### config.mk
export PLATFORM = sky130hd
export DESIGN_NAME = bdf_channel
export DESIGN_NICKNAME = d
export VERILOG_FILES = /design/src/rtl/defines_pkg.sv /design/src/rtl/bdf_channel_mem.sv /design/src/rtl/bdf_channel.sv
export SDC_FILE = /design/constraint.sdc
export NUM_CORES = 1
export LEC_CHECK = 0
export CORE_MARGIN = 3
export CORE_UTILIZATION = 40
export DETAILED_ROUTE_END_ITERATION = 7
export HOLD_SLACK_MARGIN = 0.05
export MAX_ROUTING_LAYER = met4
export PLACE_DENSITY = 0.62
export SYNTH_ARGS = -nofsm -noshare
export SYNTH_HDL_FRONTEND = slang
export SYNTH_SLANG_ARGS = --single-unit
export TNS_END_PERCENT = 30
### constraint.sdc
create_clock -name clk -period 11.2 [get_ports clk]
set_clock_uncertainty 0.05 [all_clocks]
set_input_delay 2.24 -clock clk [delete_from_list [all_inputs] [get_ports clk]]
set_output_delay 2.24 -clock clk [all_outputs]
set_load 0.05 [all_outputs]
### src/rtl/defines_pkg.sv
// Shared constants and types for the dataflow channel.
//   DEFAULT_WIDTH   default token data width
//   MAX_CW          count width for the largest legal depth (256)
//   chan_status_t   occupancy snapshot {count, max_count}
package defines_pkg;

  localparam int unsigned DEFAULT_WIDTH = 16;
  localparam int unsigned MAX_CW        = 9;

  typedef struct packed {
    logic [MAX_CW-1:0] count;
    logic [MAX_CW-1:0] max_count;
  } chan_status_t;

endpackage

### src/rtl/bdf_channel_mem.sv
// Token storage for bdf_channel: one write port, one asynchronous read port.
//   clk, rst   clock and synchronous active-low reset
//   we/waddr/wdata   write port
//   raddr/rdata      combinational read port
// Entries below INIT_TOKENS are cleared on reset so the delay tokens read as 0.
module bdf_channel_mem #(
  parameter int unsigned WIDTH       = 16,
  parameter int unsigned DEPTH       = 16,
  parameter int unsigned INIT_TOKENS = 0,
  parameter int unsigned AW          = 4
) (
  input  logic             clk,
  input  logic             rst,
  input  logic             we,
  input  logic [AW-1:0]    waddr,
  input  logic [WIDTH-1:0] wdata,
  input  logic [AW-1:0]    raddr,
  output logic [WIDTH-1:0] rdata
);

  logic [WIDTH-1:0] mem [DEPTH];

  // Write port; reset clears only the preloaded entries.
  always_ff @(posedge clk) begin
    if (!rst) begin
      for (int unsigned i = 0; i < DEPTH; i++) begin
        if (i < INIT_TOKENS) mem[i] <= '0;
      end
    end else if (we) begin
      mem[waddr] <= wdata;
    end
  end

  assign rdata = mem[raddr];

endmodule

### src/rtl/bdf_channel.sv
// Bounded FIFO channel carrying tokens between two dataflow PEs.
//   clk, rst            clock, synchronous active-low reset
//   in_data/in_valid/in_ready     producer side
//   out_data/out_valid/out_ready  consumer side (first-word-fall-through)
//   count, max_count    current occupancy and high-water mark since reset
// The handshake flags are flops, so neither ready/valid depends on the
// opposite-side inputs in the same cycle.
module bdf_channel
  import defines_pkg::*;
#(
  parameter int unsigned WIDTH       = DEFAULT_WIDTH,
  parameter int unsigned DEPTH       = 16,
  parameter int unsigned INIT_TOKENS = 0
) (
  input  logic                         clk,
  input  logic                         rst,
  input  logic [WIDTH-1:0]             in_data,
  input  logic                         in_valid,
  output logic                         in_ready,
  output logic [WIDTH-1:0]             out_data,
  output logic                         out_valid,
  input  logic                         out_ready,
  output logic [$clog2(DEPTH+1)-1:0]   count,
  output logic [$clog2(DEPTH+1)-1:0]   max_count
);

  localparam int unsigned CW = $clog2(DEPTH + 1);
  localparam int unsigned AW = $clog2(DEPTH);

  // Illegal parameter combinations stop elaboration.
  if (INIT_TOKENS > DEPTH || DEPTH < 2) begin : g_param_check
    $error("bdf_channel: need DEPTH >= 2 and INIT_TOKENS <= DEPTH");
  end

  logic [AW-1:0] rd_ptr, rd_ptr_next;
  logic [AW-1:0] wr_ptr, wr_ptr_next;
  logic [CW-1:0] count_next, max_next;
  logic          in_ready_next, out_valid_next;
  logic          push, pop;

  // Both handshakes come from registered flags only.
  assign push = in_valid && in_ready;
  assign pop  = out_valid && out_ready;

  // Next-state logic for pointers, occupancy and flags.
  always_comb begin
    rd_ptr_next    = rd_ptr;
    wr_ptr_next    = wr_ptr;
    count_next     = count;
    max_next       = max_count;
    in_ready_next  = in_ready;
    out_valid_next = out_valid;

    if (push) wr_ptr_next = (wr_ptr == AW'(DEPTH - 1)) ? '0 : wr_ptr + AW'(1);
    if (pop)  rd_ptr_next = (rd_ptr == AW'(DEPTH - 1)) ? '0 : rd_ptr + AW'(1);

    count_next     = count + CW'(push) - CW'(pop);
    max_next       = (count_next > max_count) ? count_next : max_count;
    in_ready_next  = (count_next != CW'(DEPTH));
    out_valid_next = (count_next != '0);
  end

  // State registers; reset overrides any transfer in the same cycle.
  always_ff @(posedge clk) begin
    if (!rst) begin
      rd_ptr    <= '0;
      wr_ptr    <= AW'(INIT_TOKENS % DEPTH);
      count     <= CW'(INIT_TOKENS);
      max_count <= CW'(INIT_TOKENS);
      in_ready  <= (INIT_TOKENS != DEPTH);
      out_valid <= (INIT_TOKENS != 0);
    end else begin
      rd_ptr    <= rd_ptr_next;
      wr_ptr    <= wr_ptr_next;
      count     <= count_next;
      max_count <= max_next;
      in_ready  <= in_ready_next;
      out_valid <= out_valid_next;
    end
  end

  bdf_channel_mem #(
    .WIDTH      (WIDTH),
    .DEPTH      (DEPTH),
    .INIT_TOKENS(INIT_TOKENS),
    .AW         (AW)
  ) u_mem (
    .clk  (clk),
    .rst  (rst),
    .we   (push),
    .waddr(wr_ptr),
    .wdata(in_data),
    .raddr(rd_ptr),
    .rdata(out_data)
  );

endmodule

==> results of run 1 <==
==> cells by family (layout without fill, tap and decap cells) <==
kind of cell | Yosys count | after routing | synth area share [%]
xor gates and xnor gates | 6 | 6 | 0.476
adders and majority gates | 15 | 15 | 1.77
AOI/OAI and AO/OA | 24 | 24 | 1.34
buffers and inverters | 36 | 134 | 1.84
DFF | 280 | 280 | 74.0
muxes | 85 | 85 | 18.1
and+or+nand+nor | 62 | 62 | 2.49
==> per-stage QoR <==
stage	instances	power [mW]	instance area, um^2
floorplan	508	1.64	11000
global placement	895	1.77	12000
detailed placement	895	1.78	12000
CTS	947	2.70	12900
global route	947	2.79	12900
finish	947	2.67	12900
==> flip-flops by register name, summed over array words and instances, names as in the netlist, named ones only <==
register	flops
out_valid	1
wr_ptr	4
max_count	5
in_ready	1
rd_ptr	4
count	5
u_mem.mem	256
==> power breakdown <==
group,switching [mW],internal (mW)
clock,0.371,0.541
sequential,0.0302,1.18
combinational,0.313,0.239
==> worst register-to-register path, delay by kind of cell (launching register included) <==
| family | cells | cell delay [ns] |
|---|---|---|
| XOR/XNOR | 1 | 0.14 |
| AND/OR/NAND/NOR | 6 | 0.91 |
| flip-flops | 1 | 0.42 |
| AO/OA/AOI/OAI | 2 | 0.43 |
| multiplexers | 1 | 0.35 |
| adder cells (fa/ha/maj) | 3 | 0.97 |
==> worst max-delay path by stage <==
stage	startpoint	to	slack, ns	cells after the start
floorplan	in_valid	max_count[4]$_SDFFE_PN0N_	6.04	14
global placement	in_valid	max_count[4]$_SDFFE_PN0N_	5.54	14
detailed placement	in_valid	max_count[4]$_SDFFE_PN0N_	5.44	14
CTS	flip-flop	out_data[15]	5.00	4
global route	flip-flop	out_data[15]	4.93	4
finish	flip-flop	out_data[14]	5.12	4
==> synthesized netlist by cell type (all sizes together) (2+ instances only) <==
cell type / n
o21ai: 2
clkbuf: 5
a311oi: 2
inv: 15
a21oi: 14
mux2i: 4
nand2: 22
or3: 3
edfxtp: 256
nor2: 23
dfxtp: 24
mux4: 80
nand3b: 2
a21o: 2
and2: 2
ha: 14
nand3: 5
buf: 16
xnor2: 3
xor2: 3
==> final cells by class <==
type                       count  area share (%)
inverter                      15           0.437
clock inverter                17            1.22
multi-input combinational    192            21.0
sequential                   280            63.4
timing repair buffer          67            4.82
tap                          341            3.31
clock buffer                  35            5.81
==> routing by layer <==
| metal | vias up | global-route usage, % | wire (um) |
|---|---|---|---|
| met3 | 31 | 2.29 | 923 |
| met1 | 2709 | 20.4 | 9240 |
| li1 | 2285 | - | - |
| met5 | - | - | 0 |
| met2 | 123 | 26.1 | 11200 |
| met4 | 0 | 3.40 | 358 |
==> flow_summary.yaml, run 1 <==
worst_setup_path:
  r2r-end: "max_count[4]$_SDFFE_PN0N_"
  start_kind: "flip-flop"
  slowest_stage: "clkdlybuf4s50_1"
  path_cells: "buf_4 -> mux4_1 -> mux4_2 -> clkdlybuf4s50_1"
  worst-path-max-fanout: 35
  setup.worst_path.class: "reg2out"
  critPathRequiredTime_ns: 8.91
  cp_top_family: "buffers and inverters"
  rr_worst_depth: 13
  worstSetupEndpointType: "output pin"
  crit-reg2reg-launch: "out_valid$_SDFF_PN0_"
  arrival_ns: 3.79
  reg2reg_slack_ns: 7.80
  cp_num_buf_inv: 2
  cpPeakStageDelay_ns: 0.73
cts:
  root_buffer: "clkbuf_16"
  htree_num_levels: 1
  cts_num_sinks: 280
  cts_buffers: 28
  clockBufferDepth: 3
  cts_hold_buf: 0
  post-cts-setup-buffers: 0
  cts_tree: "yes"
  cts_resized: 0
  worstSkewPairLatency_ns: 0.53
  clk_pin_slew_ns: 0.06
timing:
  finalSetupTns_ns: 0
  rsz0062_at_grt: "no"
  worst_slack_ns: 5.12
  hold_viol: 0
  timing.hold.ws_ns: 0.442
  period_minus_slack_ns: 6.08
  clock.fmax_ghz: 0.164
  slew_headroom_pct: 35.0
  maxSlewViolCount: 0
  setup_viol: 0
  min_period_over_period_pct: 54.3
  worstMarginPinSlew_ns: 0.971
die:
  start_util_pct: 40.9
  pin_count: 48
  die_h_um: 172
  die-area_um2: 29600
  die_x_um: 172
  fp-row-count: 60
  core_region_area_um2: 27000
run_status:
  status: "finished clean"
placed_design:
  place.gp.congestion: 0.786
  dp_hpwl_mm: 12.1
  dpl_worst_slack_ns: 5.44
  port-buffer-count: 47
synth:
  synth_top_area_cell: "edfxtp_1"
  netlist.area_leader.share_pct: 69.6
  synth_edf_count: 256
  synth-seq-area-share_pct: 74.0
  ys_types: 37
  synth_area_leaders: "edfxtp_1, mux4_1, mux4_2"
  avgSynthCellArea_um2: 21.7
  yosysWarnings: 0
  async_flop_share_pct: 0
  synth-seq-cells: 280
  synth_fp_nets: 543
  synth_area_um2: 11000
  synth_ff_type: "edfxtp_1"
  synthCells: 508
final_layout:
  layout_commonest_cell: "edfxtp_1"
  regArea_um2: 8170
  layout.cells.most_common_list: "edfxtp_1, clkdlybuf4s50_1, mux4_2"
  layout.nets: 619
  nFillCells: 2170
  multi_input_area_um2: 2700
  syn_to_final_growth_pct: 16.7
  antennaDiodeCount: 0
  fin_util_pct: 47.7
  drive_gt1_share_pct: 19.1
routing:
  final_antenna_net_count: 0
  num_vias: 5148
  drt_pre_antenna_iters: 5
  drt_iter0_drc: 483
  finalWirelength_mm: 21.7
  drc: 0
  via_per_inst: 5.44
  routedWlPerCell_um: 23.0
min_path:
  hold_start: "max_count[0]$_SDFFE_PN0N_"
  hold-path-cell-count: 2
  min_path_type: "reg2reg"
  hold_path_end: "max_count[0]$_SDFFE_PN0N_"
grt:
  antenna_found_initial: 0
  grt_max_degree: 65
  grt_overflow: 0
  grt_pass1_vias: 5276
  grt_pass1_wl_mm: 33.1
  grt_use_total_pct: 15.5
pwr:
  p_per_area_nw_per_um2: 207
  vdd_drop_max_mv: 0.200
  leakagePower_nw: 4.12
run:
  cap_violations: 0
Note: power is estimated with default switching activity, not from simulation.
==> inputs of run 2 (changes only) <==
==> constraint.sdc (replaced) <==
create_clock -name clk -period 6.15 [get_ports clk]
set_clock_uncertainty 0.05 [all_clocks]
set_input_delay 1.23 -clock clk [delete_from_list [all_inputs] [get_ports clk]]
set_output_delay 1.23 -clock clk [all_outputs]
set_load 0.05 [all_outputs]
==> run 2 against run 1 <==
Non-clock buffer count grew 1; first-iteration DRC count fell by 18%; sequential share of layout area decreased by 0.092 points; power increased by 82%; sequential cell count stayed put; die area unchanged; global-route usage barely moved; highest routed layer unchanged; cell count grew 0.21%.
==> flow_summary.yaml, run 2 (synthesis gave the netlist of run 1 again) <==
die:
  core_region_area_um2: 27000
  die-area_um2: 29600
  pin_count: 48
  die_h_um: 172
  start_util_pct: 40.9
  fp-row-count: 60
  die_x_um: 172
timing:
  period_minus_slack_ns: 4.94
  finalSetupTns_ns: 0
  setup_viol: 0
  rsz0062_at_grt: "no"
  maxSlewViolCount: 0
  min_period_over_period_pct: 80.3
  clock.fmax_ghz: 0.203
  worstMarginPinSlew_ns: 1.03
  hold_viol: 0
  slew_headroom_pct: 31.1
worst_setup_path:
  setup.worst_path.class: "reg2out"
  slowest_stage: "dfxtp_4"
  worstSetupEndpointType: "output pin"
  arrival_ns: 3.66
  reg2reg_slack_ns: 2.75
  crit-reg2reg-launch: "out_valid$_SDFF_PN0_"
  critPathRequiredTime_ns: 4.87
  worst-path-max-fanout: 55
  start_kind: "flip-flop"
  cpPeakStageDelay_ns: 1.01
  r2r-end: "max_count[4]$_SDFFE_PN0N_"
  path_cells: "buf_4 -> mux4_1 -> mux4_2 -> clkdlybuf4s50_1"
  rr_worst_depth: 13
min_path:
  hold_start: "max_count[2]$_SDFFE_PN0N_"
  min_path_type: "reg2reg"
  hold_path_end: "max_count[2]$_SDFFE_PN0N_"
  hold-path-cell-count: 2
cts:
  htree_num_levels: 1
  post-cts-setup-buffers: 0
  worstSkewPairLatency_ns: 0.52
  root_buffer: "clkbuf_16"
  cts_tree: "yes"
  clk_pin_slew_ns: 0.06
  cts_num_sinks: 280
  cts_resized: 0
  cts_buffers: 28
  cts_hold_buf: 0
  clockBufferDepth: 3
final_layout:
  drive_gt1_share_pct: 20.1
  syn_to_final_growth_pct: 16.9
  largest_reg_flops: 256
  fin_cells: 949
  largestRegisters: "u_mem.mem (256), count (5), max_count (5)"
  regMostFlops: "u_mem.mem"
  layout.nets: 620
  layout_commonest_cell: "edfxtp_1"
  nFillCells: 2172
  layout.cells.most_common_list: "edfxtp_1, clkdlybuf4s50_1, mux4_2"
pwr:
  p_per_area_nw_per_um2: 376
  vdd_drop_max_mv: 0.399
  leakagePower_nw: 4.14
grt:
  grt_pass1_vias: 5454
  grt_overflow: 0
  antenna_found_initial: 0
  grt_max_degree: 56
  grt_pass1_wl_mm: 33.2
  grt_use_total_pct: 15.5
routing:
  drc: 0
  drt_iter0_drc: 398
  num_vias: 5128
  m1WireLength_mm: 9.14
  via_per_inst: 5.40
  met3_length_mm: 1.11
  final_antenna_net_count: 0
  finalWirelength_mm: 21.9
  routedWlPerCell_um: 23.1
  highest-signal-layer: "met4"
  dr_wl_met2_mm: 11.3
  drt_pre_antenna_iters: 4
placed_design:
  placedCellCount: 896
  dp_hpwl_mm: 12.1
  port-buffer-count: 47
  place.gp.congestion: 0.793
run:
  cap_violations: 0
run_status:
  status: "finished clean"
run 2: routing by layer:
layer / global-route usage, % / vias up
met5: - / -
met4: 3.71 / 0
met3: 2.45 / 30
met2: 26.2 / 123
met1: 20.1 / 2691
li1: - / 2284
run 2: stage by stage:
step | power (mW) | hold slack (ns) | utilization (%) | setup slack, ns | area [um^2]
6_report | 4.86 | 0.432 | 47.7 | 1.21 | 12900
5_1_grt | 5.08 | 0.462 | 47.7 | 1.05 | 12900
4_1_cts | 4.90 | 0.439 | 47.7 | 1.14 | 12900
3_5_place_dp | 3.25 | 0.428 | 44.4 | 1.38 | 12000
3_3_place_gp | 3.22 | 0.416 | 44.4 | 1.50 | 12000
2_1_floorplan | 2.98 | 0.431 | - | 2.00 | 11000
run 2: cell type report:
cell class	instances	area, um^2	area share, %
clock inverters	14	125	0.970
well taps	341	427	3.31
inverters	15	56.3	0.436
clock buffers	38	790	6.12
multi-input cells	192	2700	20.9
flip-flops and latches	280	8170	63.3
repair buffers	68	628	4.87
diodes	1	2.50	0.0194
run 2: critical path, delay by kind of cell, from the launching register on:
family / cells / cell delay (ns)
buf+inv: 2 / 1.02
mux: 2 / 1.05
flops: 1 / 1.01
run 2: how the worst max path moves through the flow:
| stage | from | endpoint | slack (ns) | cells past startpoint |
|---|---|---|---|---|
| 6_report | flip-flop | out_data[10] | 1.21 | 4 |
| 5_1_grt | flip-flop | out_data[9] | 1.05 | 4 |
| 4_1_cts | flip-flop | out_data[9] | 1.14 | 4 |
| 3_5_place_dp | in_valid | max_count[4]$_SDFFE_PN0N_ | 1.38 | 14 |
| 3_3_place_gp | out_ready | max_count[4]$_SDFFE_PN0N_ | 1.50 | 14 |
| 2_1_floorplan | in_valid | max_count[4]$_SDFFE_PN0N_ | 2.00 | 14 |
run 2: report_power, final:
| part | internal, mW | switching, mW | leakage, nW |
|---|---|---|---|
| clock network | 0.982 | 0.672 | 0.449 |
| logic | 0.436 | 0.546 | 1.19 |
| registers | 2.14 | 0.0781 | 2.50 |
| total | 3.56 | 1.30 | 4.14 |
